[config.mk]
export PLATFORM = sky130hd
export DESIGN_NAME = arp_tx_builder
export DESIGN_NICKNAME = d
export VERILOG_FILES = /design/src/rtl/arp_tx_builder_pkg.sv /design/src/rtl/arp_tx_builder.sv
export SDC_FILE = /design/constraint.sdc
export NUM_CORES = 1
export LEC_CHECK = 0
export BUFFER_PORTS_ARGS = -buffer_cell sky130_fd_sc_hd__buf_2
export CAP_MARGIN = 10
export CORE_MARGIN = 5
export CORE_UTILIZATION = 55
export DETAILED_ROUTE_END_ITERATION = 16
export GPL_TIMING_DRIVEN = 0
export PLACE_DENSITY = 0.8
export SYNTH_ARGS = -nofsm -noshare
export SYNTH_HDL_FRONTEND = slang
export SYNTH_SLANG_ARGS = --single-unit
[constraint.sdc]
create_clock -name clock -period 5.4 [get_ports clock]
set_input_delay 0.81 -clock clock [delete_from_list [all_inputs] [get_ports clock]]
set_output_delay 0.81 -clock clock [all_outputs]
set_load 0.01 [all_outputs]
[src/rtl/arp_tx_builder_pkg.sv]
// Shared ARP constants, field bundle and byte-select helper
// for the ARP transmit builder.
package arp_tx_builder_pkg;

  localparam logic [15:0] ARP_HTYPE_ETH  = 16'h0001;
  localparam logic [15:0] ARP_PTYPE_IPV4 = 16'h0800;
  localparam logic [7:0]  ARP_HLEN       = 8'h06;
  localparam logic [7:0]  ARP_PLEN       = 8'h04;
  localparam logic [15:0] ARP_OPER_REQ   = 16'h0001;
  localparam logic [15:0] ARP_OPER_REP   = 16'h0002;
  localparam int          ARP_OFS_SPA    = 14;
  localparam int          ARP_OFS_TPA    = 24;
  localparam int          ARP_BODY_LEN   = 28;

  typedef enum logic [1:0] {
    ST_IDLE,
    ST_SEND,
    ST_DONE
  } state_e;

  typedef struct packed {
    logic        oper_reply;
    logic [47:0] sha;
    logic [31:0] spa;
    logic [47:0] tha;
    logic [31:0] tpa;
  } arp_fields_t;

  // Body is packed MSB-first so byte idx is the top byte after a left shift.
  function automatic logic [7:0] arp_byte(
    input logic [5:0]  idx,
    input arp_fields_t f
  );
    logic [223:0] body;
    logic [223:0] sh;
    body = {ARP_HTYPE_ETH, ARP_PTYPE_IPV4, ARP_HLEN, ARP_PLEN,
            (f.oper_reply ? ARP_OPER_REP : ARP_OPER_REQ),
            f.sha, f.spa, f.tha, f.tpa};
    sh = body << {idx, 3'b000};
    if (idx >= 6'(ARP_BODY_LEN)) return 8'h00;
    return sh[223:216];
  endfunction

endpackage

[src/rtl/arp_tx_builder.sv]
// ARP packet body serialiser: latches MAC/IP fields on start
// and streams HTYPE..TPA plus zero pad with valid/ready handshake.
import arp_tx_builder_pkg::*;

module arp_tx_builder #(
  parameter int PAYLOAD_LEN = 46
) (
  input  logic        clock,
  input  logic        aclr_n,
  input  logic        start,
  input  logic        oper_reply,
  input  logic [47:0] sha,
  input  logic [31:0] spa,
  input  logic [47:0] tha,
  input  logic [31:0] tpa,
  input  logic        tx_ready,
  output logic [7:0]  data,
  output logic        data_en,
  output logic        busy,
  output logic        done
);

  localparam logic [5:0] LAST = 6'(PAYLOAD_LEN - 1);

  state_e      state_q, state_d;
  logic [5:0]  cnt_q, cnt_d;
  arp_fields_t fld_q, fld_d;
  logic [7:0]  data_q, data_d;
  logic        data_en_q, data_en_d;
  logic        done_q, done_d;

  always_comb begin
    state_d   = state_q;
    cnt_d     = cnt_q;
    fld_d     = fld_q;
    data_d    = data_q;
    data_en_d = data_en_q;
    done_d    = 1'b0;
    unique case (state_q)
      ST_IDLE: begin
        if (start) begin
          fld_d.oper_reply = oper_reply;
          fld_d.sha        = sha;
          fld_d.spa        = spa;
          fld_d.tha        = oper_reply ? tha : 48'h0;
          fld_d.tpa        = tpa;
          cnt_d            = 6'd0;
          data_d           = arp_byte(6'd0, fld_d);
          data_en_d        = 1'b1;
          state_d          = ST_SEND;
        end
      end
      ST_SEND: begin
        if (tx_ready) begin
          if (cnt_q == LAST) begin
            data_d    = 8'h00;
            data_en_d = 1'b0;
            done_d    = 1'b1;
            state_d   = ST_DONE;
          end else begin
            cnt_d  = cnt_q + 6'd1;
            data_d = arp_byte(cnt_d, fld_q);
          end
        end
      end
      ST_DONE: begin
        state_d = ST_IDLE;
      end
      default: begin
        state_d   = ST_IDLE;
        data_d    = 8'h00;
        data_en_d = 1'b0;
      end
    endcase
  end

  always_ff @(posedge clock or negedge aclr_n) begin
    if (!aclr_n) begin
      state_q   <= ST_IDLE;
      cnt_q     <= 6'd0;
      fld_q     <= '0;
      data_q    <= 8'h00;
      data_en_q <= 1'b0;
      done_q    <= 1'b0;
    end else begin
      state_q   <= state_d;
      cnt_q     <= cnt_d;
      fld_q     <= fld_d;
      data_q    <= data_d;
      data_en_q <= data_en_d;
      done_q    <= done_d;
    end
  end

  assign data    = data_q;
  assign data_en = data_en_q;
  assign done    = done_q;
  assign busy    = (state_q == ST_SEND);

endmodule

[After elaboration in Yosys (flattened, before gate mapping)]
Cells that the tools add are included.
Storage, ports and cells
  register bits after elaboration: 179
  output and inout bits: 11
  logic and storage cells: 55
Cells by class
  $add $sub $neg: 1
  order comparisons: 1
  eq/ne operators: 7
  shifts and indexed selects: 1
  multiplexer cells: 27
  bitwise logic cells: 1
  reduce and logical (&&, ||, !) cells: 7
Operator list (count)
  left shift 209 x 9 -> 224 bit: 1
  two-way mux 48 bit: 1
  two-way mux 8 bit: 5
  one-hot mux 8 bit (3 select lines): 1
  two-way mux 6 bit: 3
  one-hot mux 6 bit (2 select lines): 1
  two-way mux 1 bit: 10
  two-way mux 2 bit: 4
  AND reduction 4 bit: 2
  adder 6 x 1 -> 6 bit, second input constant: 1
  == test 6 bit, second input constant: 1
  greater-or-equal comparator 6 x 5 -> 1 bit, second input constant: 1
  inequality test 2 bit, second input constant: 3
  AND reduction 3 bit: 2
  one-hot mux 2 bit (2 select lines): 1
  one-hot mux 1 bit (3 select lines): 1
  == test 2 x 1 -> 1 bit, second input constant: 1
  == test 2 bit, second input constant: 1
  zero test 2 bit: 1
  inequality test 2 x 1 -> 1 bit, second input constant: 1
  AND reduction 2 bit: 1
  nonzero test 2 bit: 1
  inverter 1 bit: 1

[Depth between registers and ports, before layout]
  depth in word-level cells: 10
  mapped depth: 12
  mapped depth without buffers: 8

[Worst setup path before layout]
OpenSTA, ideal clock, no wires.
  path kind: register -> register
  start point: register cnt_q[0]
  end point: register data_q[5], in the netlist data[5]
  setup time: 0.137 ns
  data arrival time: 2.423 ns
  path slack: 2.841 ns
  cell stages (with the launch flop): 11
  buffers on the path: 5
  clock period less this slack: 2.559 ns
  cell sequence: dfrtp_1 > buf_4 > buf_6 > buf_6 > inv_1 > ha_1 > buf_2 > clkbuf_1 > mux4_2 > a221oi_1 > o21ai_0
Between the ends
  cells in the longest elaborated chain, start to end: 10
  elaborated cells between the ends (all ways): 12
  classes of those cells: add/sub: 1; order compare: 1; eq/ne: 1; shift: 1; mux: 8
RTL lines
  from (decl): RTL line arp_tx_builder.sv:26  | logic [5:0] cnt_q, cnt_d;
  from (signal assigned): RTL line arp_tx_builder.sv:87  | cnt_q <= cnt_d;
  adder 6 x 1 -> 6 bit: RTL line arp_tx_builder.sv:61  | cnt_d = cnt_q + 6'd1;
  greater-or-equal comparator 6 x 5 -> 1 bit: RTL line arp_tx_builder_pkg.sv:40  | if (idx >= 6'(ARP_BODY_LEN)) return 8'h00;
  two-way mux 1 bit: RTL line arp_tx_builder_pkg.sv:40
  two-way mux 1 bit: RTL line arp_tx_builder.sv:55  | if (cnt_q == LAST) begin
  two-way mux 1 bit: RTL line arp_tx_builder.sv:54  | if (tx_ready) begin
  two-way mux 1 bit: RTL line arp_tx_builder.sv:39  | unique case (state_q)
  two-way mux 8 bit: RTL line arp_tx_builder_pkg.sv:41  | return sh[223:216];
  two-way mux 8 bit *: RTL line arp_tx_builder.sv:55
  two-way mux 8 bit *: RTL line arp_tx_builder.sv:54
  one-hot mux 8 bit (3 select lines) *: RTL line arp_tx_builder.sv:39
  to (signal assigned): RTL line arp_tx_builder.sv:89  | data_q <= data_d;
  to (decl): RTL line arp_tx_builder.sv:28  | logic [7:0] data_q, data_d;
Mark *: on every way between the ends. The rest lies on a longest branch, timed or not. The select of a mux whose other input is x is not followed.
A chain may end at the register's enable or synchronous reset.

[Worst setup path after layout]
  start point: register cnt_q[0]
  end point: register data_q[2], in the netlist data[2]
The elaborated chain is that of the path after synthesis.

==> results.cfg <==
[synthesis]
syn-cell-area_um2 = 8530
yosysSeqAreaShare_pct = 52.5
ys.warnings.count = 0
synthArstFlopShare_pct = 100
ys.flop_type = dfrtp_1
synth_edf_count = 0
syn-num-nets = 1106
ys_top_cells_by_area = dfrtp_1, nand2_1, mux4_2
synth_area_per_cell_um2 = 9.10
synth_cells = 937
netlist.area_leader.share_pct = 52.5
yosysTopAreaCell = dfrtp_1
synth_seq_cells = 179
ys_types = 50

[power_and_ir_drop]
irDropWorstVdd_uv = 290
cellPowerDensity_nw_per_um2 = 487
power.leakage_uw = 0.00536
total_power_uw = 5000

[cts]
postCtsHoldBufs = 0
h-tree-depth = 4
cts_buffer_depth = 2
clk_pin_slew_worst_paths_ns = 0.07
clkLatencyLatePin_ns = 0.44
cts-root-buf = clkbuf_16
cts_buffers = 17
cts_sinks = 179
postCtsSetupBuffers = 0
cts_resized = 0
cts_tree = done

[final_layout]
final_cell_mix = nand2_1, buf_2, dfrtp_1, nand3_1, clkbuf_1
n_antenna_cell = 0
nets = 1300
drive_above_1_share_pct = 23.2
final_core_util_pct = 67.6
stdcell_count = 1331
final_common_cell = nand2_1
finish.instance_area_um2 = 10300
syn2layout_area_growth_pct = 20.4
multi_input_area_um2 = 3760
seqCellArea_um2 = 4480
fillers = 1193

[critical_path]
r2r_setup_slack_ns = 2.01
critPathCaptureType = register
start_kind = register
path_class = reg2reg
cp.arrival_ns = 3.71
critical_path.max_fanout = 10
cp.required_ns = 5.71
timing.rr.end = data[2]
r2r-start = cnt_q[0]
reg2reg_depth = 10

[grt]
antenna_found_initial = 0
grt_max_degree = 109
grt_overflow = 0
grt_pass1_vias = 7576
grt_pass1_wl_mm = 39.4
grt_use_total_pct = 28.3

[die]
design.core.area_um2 = 15200
initial_core_util_pct = 56.1
die_w_um = 135
row_count = 45
die_area_um2 = 18100
die_y_um = 135
ios = 176

[timing]
fmax_ghz = 0.295
tightest_slew_ns = 0.815
final_max_slew_viol_count = 0
skew_ns = 0.0101
post-route-period-util_pct = 62.8
maxSlewHeadroom_pct = 45.5
period_minus_slack_ns = 3.39
setup_viol = 0
rsz0062_at_grt = no
finalHoldViolCount = 0
final.setup.tns_ns = 0

[placement]
placed_cell_area_um2 = 9670
gp_congestion = 0.961
io_buffers = 174
dp_hpwl_mm = 18.1
post-place-cells = 1300

[routing]
drc = 0
via_per_inst = 5.59
routedWlPerCell_um = 18.5
num_vias = 7445
drt-initial-drc-count = 733
ant_nets = 0
drt-pass1-iter-count = 7
drt-total-wl_mm = 24.6

[outcome]
status = complete, no violations

[job]
maxCapViolations = 0

[worst_hold_path]
worstHoldPathType = in2async
-- per-stage QoR --
step           hold slack (ns)  setup slack, ns
6_report                 0.317             2.01
5_1_grt                  0.362             1.85
4_1_cts                  0.345             2.02
3_5_place_dp             0.452             2.04
3_3_place_gp             0.445            0.703
2_1_floorplan            0.433             2.84
-- worst max path at each step --
stage	slack [ns]	to	depth (start not counted)	startpoint
after floorplan	2.84	data[5]	10	cnt_q[0]
after global placement	0.70	fld_q[18]	1	aclr_n
after detailed placement	2.04	data[6]	10	cnt_q[0]
after CTS	2.02	data[2]	10	cnt_q[0]
after global routing	1.85	data[6]	10	cnt_q[0]
final	2.01	data[2]	10	cnt_q[0]
-- cell usage after synthesis (all sizes together) (2+ instances only) --
master / number
xnor2: 7
mux2i: 3
mux2: 6
o21a: 2
nand2b: 3
nor2b: 5
mux4: 36
o31ai: 3
buf: 14
a31oi: 4
nand3: 60
nor2: 13
nor3: 4
nand2: 476
o221ai: 3
o21ai: 20
a221oi: 6
clkbuf: 45
a22o: 3
o211ai: 3
dfrtp: 179
inv: 6
ha: 4
a21oi: 14
-- state kept, by name (all words and copies together), names as in the netlist --
name / flops
fld_q: 161
data: 8
data_en: 1
cnt_q: 6
state_q: 2
done: 1
-- routing by layer --
layer  GRT usage, %  up-vias  share of wire (%)
li1               -     3470                  -
met1           38.1     3572                 40
met2           46.2      348                 49
met3           7.08       55                8.2
met4           8.14        0                2.6
met5              0        -                  0
-- cells by family (layout without fill, tap and decap cells) --
family / Yosys count / after routing / share of synthesized area, %
compound gates: 68 / 68 / 5.33
xor+xnor: 8 / 8 / 0.998
fa+ha+maj: 5 / 5 / 0.704
buf+inv: 65 / 271 / 3.32
flops: 179 / 179 / 52.5
mux: 45 / 45 / 10.7
simple gates: 567 / 567 / 26.5
-- final cells by class --
type	count	area share, %
clock inverter	11	1.49
buffer	59	2.53
sequential	179	43.6
inverter	6	0.219
timing repair buffer	175	8.85
clock buffer	20	4.35
multi-input combinational	693	36.7
tap	188	2.29
-- worst max-delay path: stages, from the launching register on --
cell and delay, ns:
dfrtp_1 0.40, buf_4 0.20, buf_6 0.21, buf_6 0.22
inv_1 0.12, ha_1 0.35, clkbuf_1 0.63, mux4_2 0.43
mux2i_1 0.26, o21ai_0 0.12, a221o_1 0.32
-- report_power, final --
group          internal, uW  total, uW  switching [uW]
Combinational           734       1730             995
Clock                   742       1280             539
Sequential             1740       1990             247
Total                  3220       5000            1780
(Power assumes the default switching activity.)
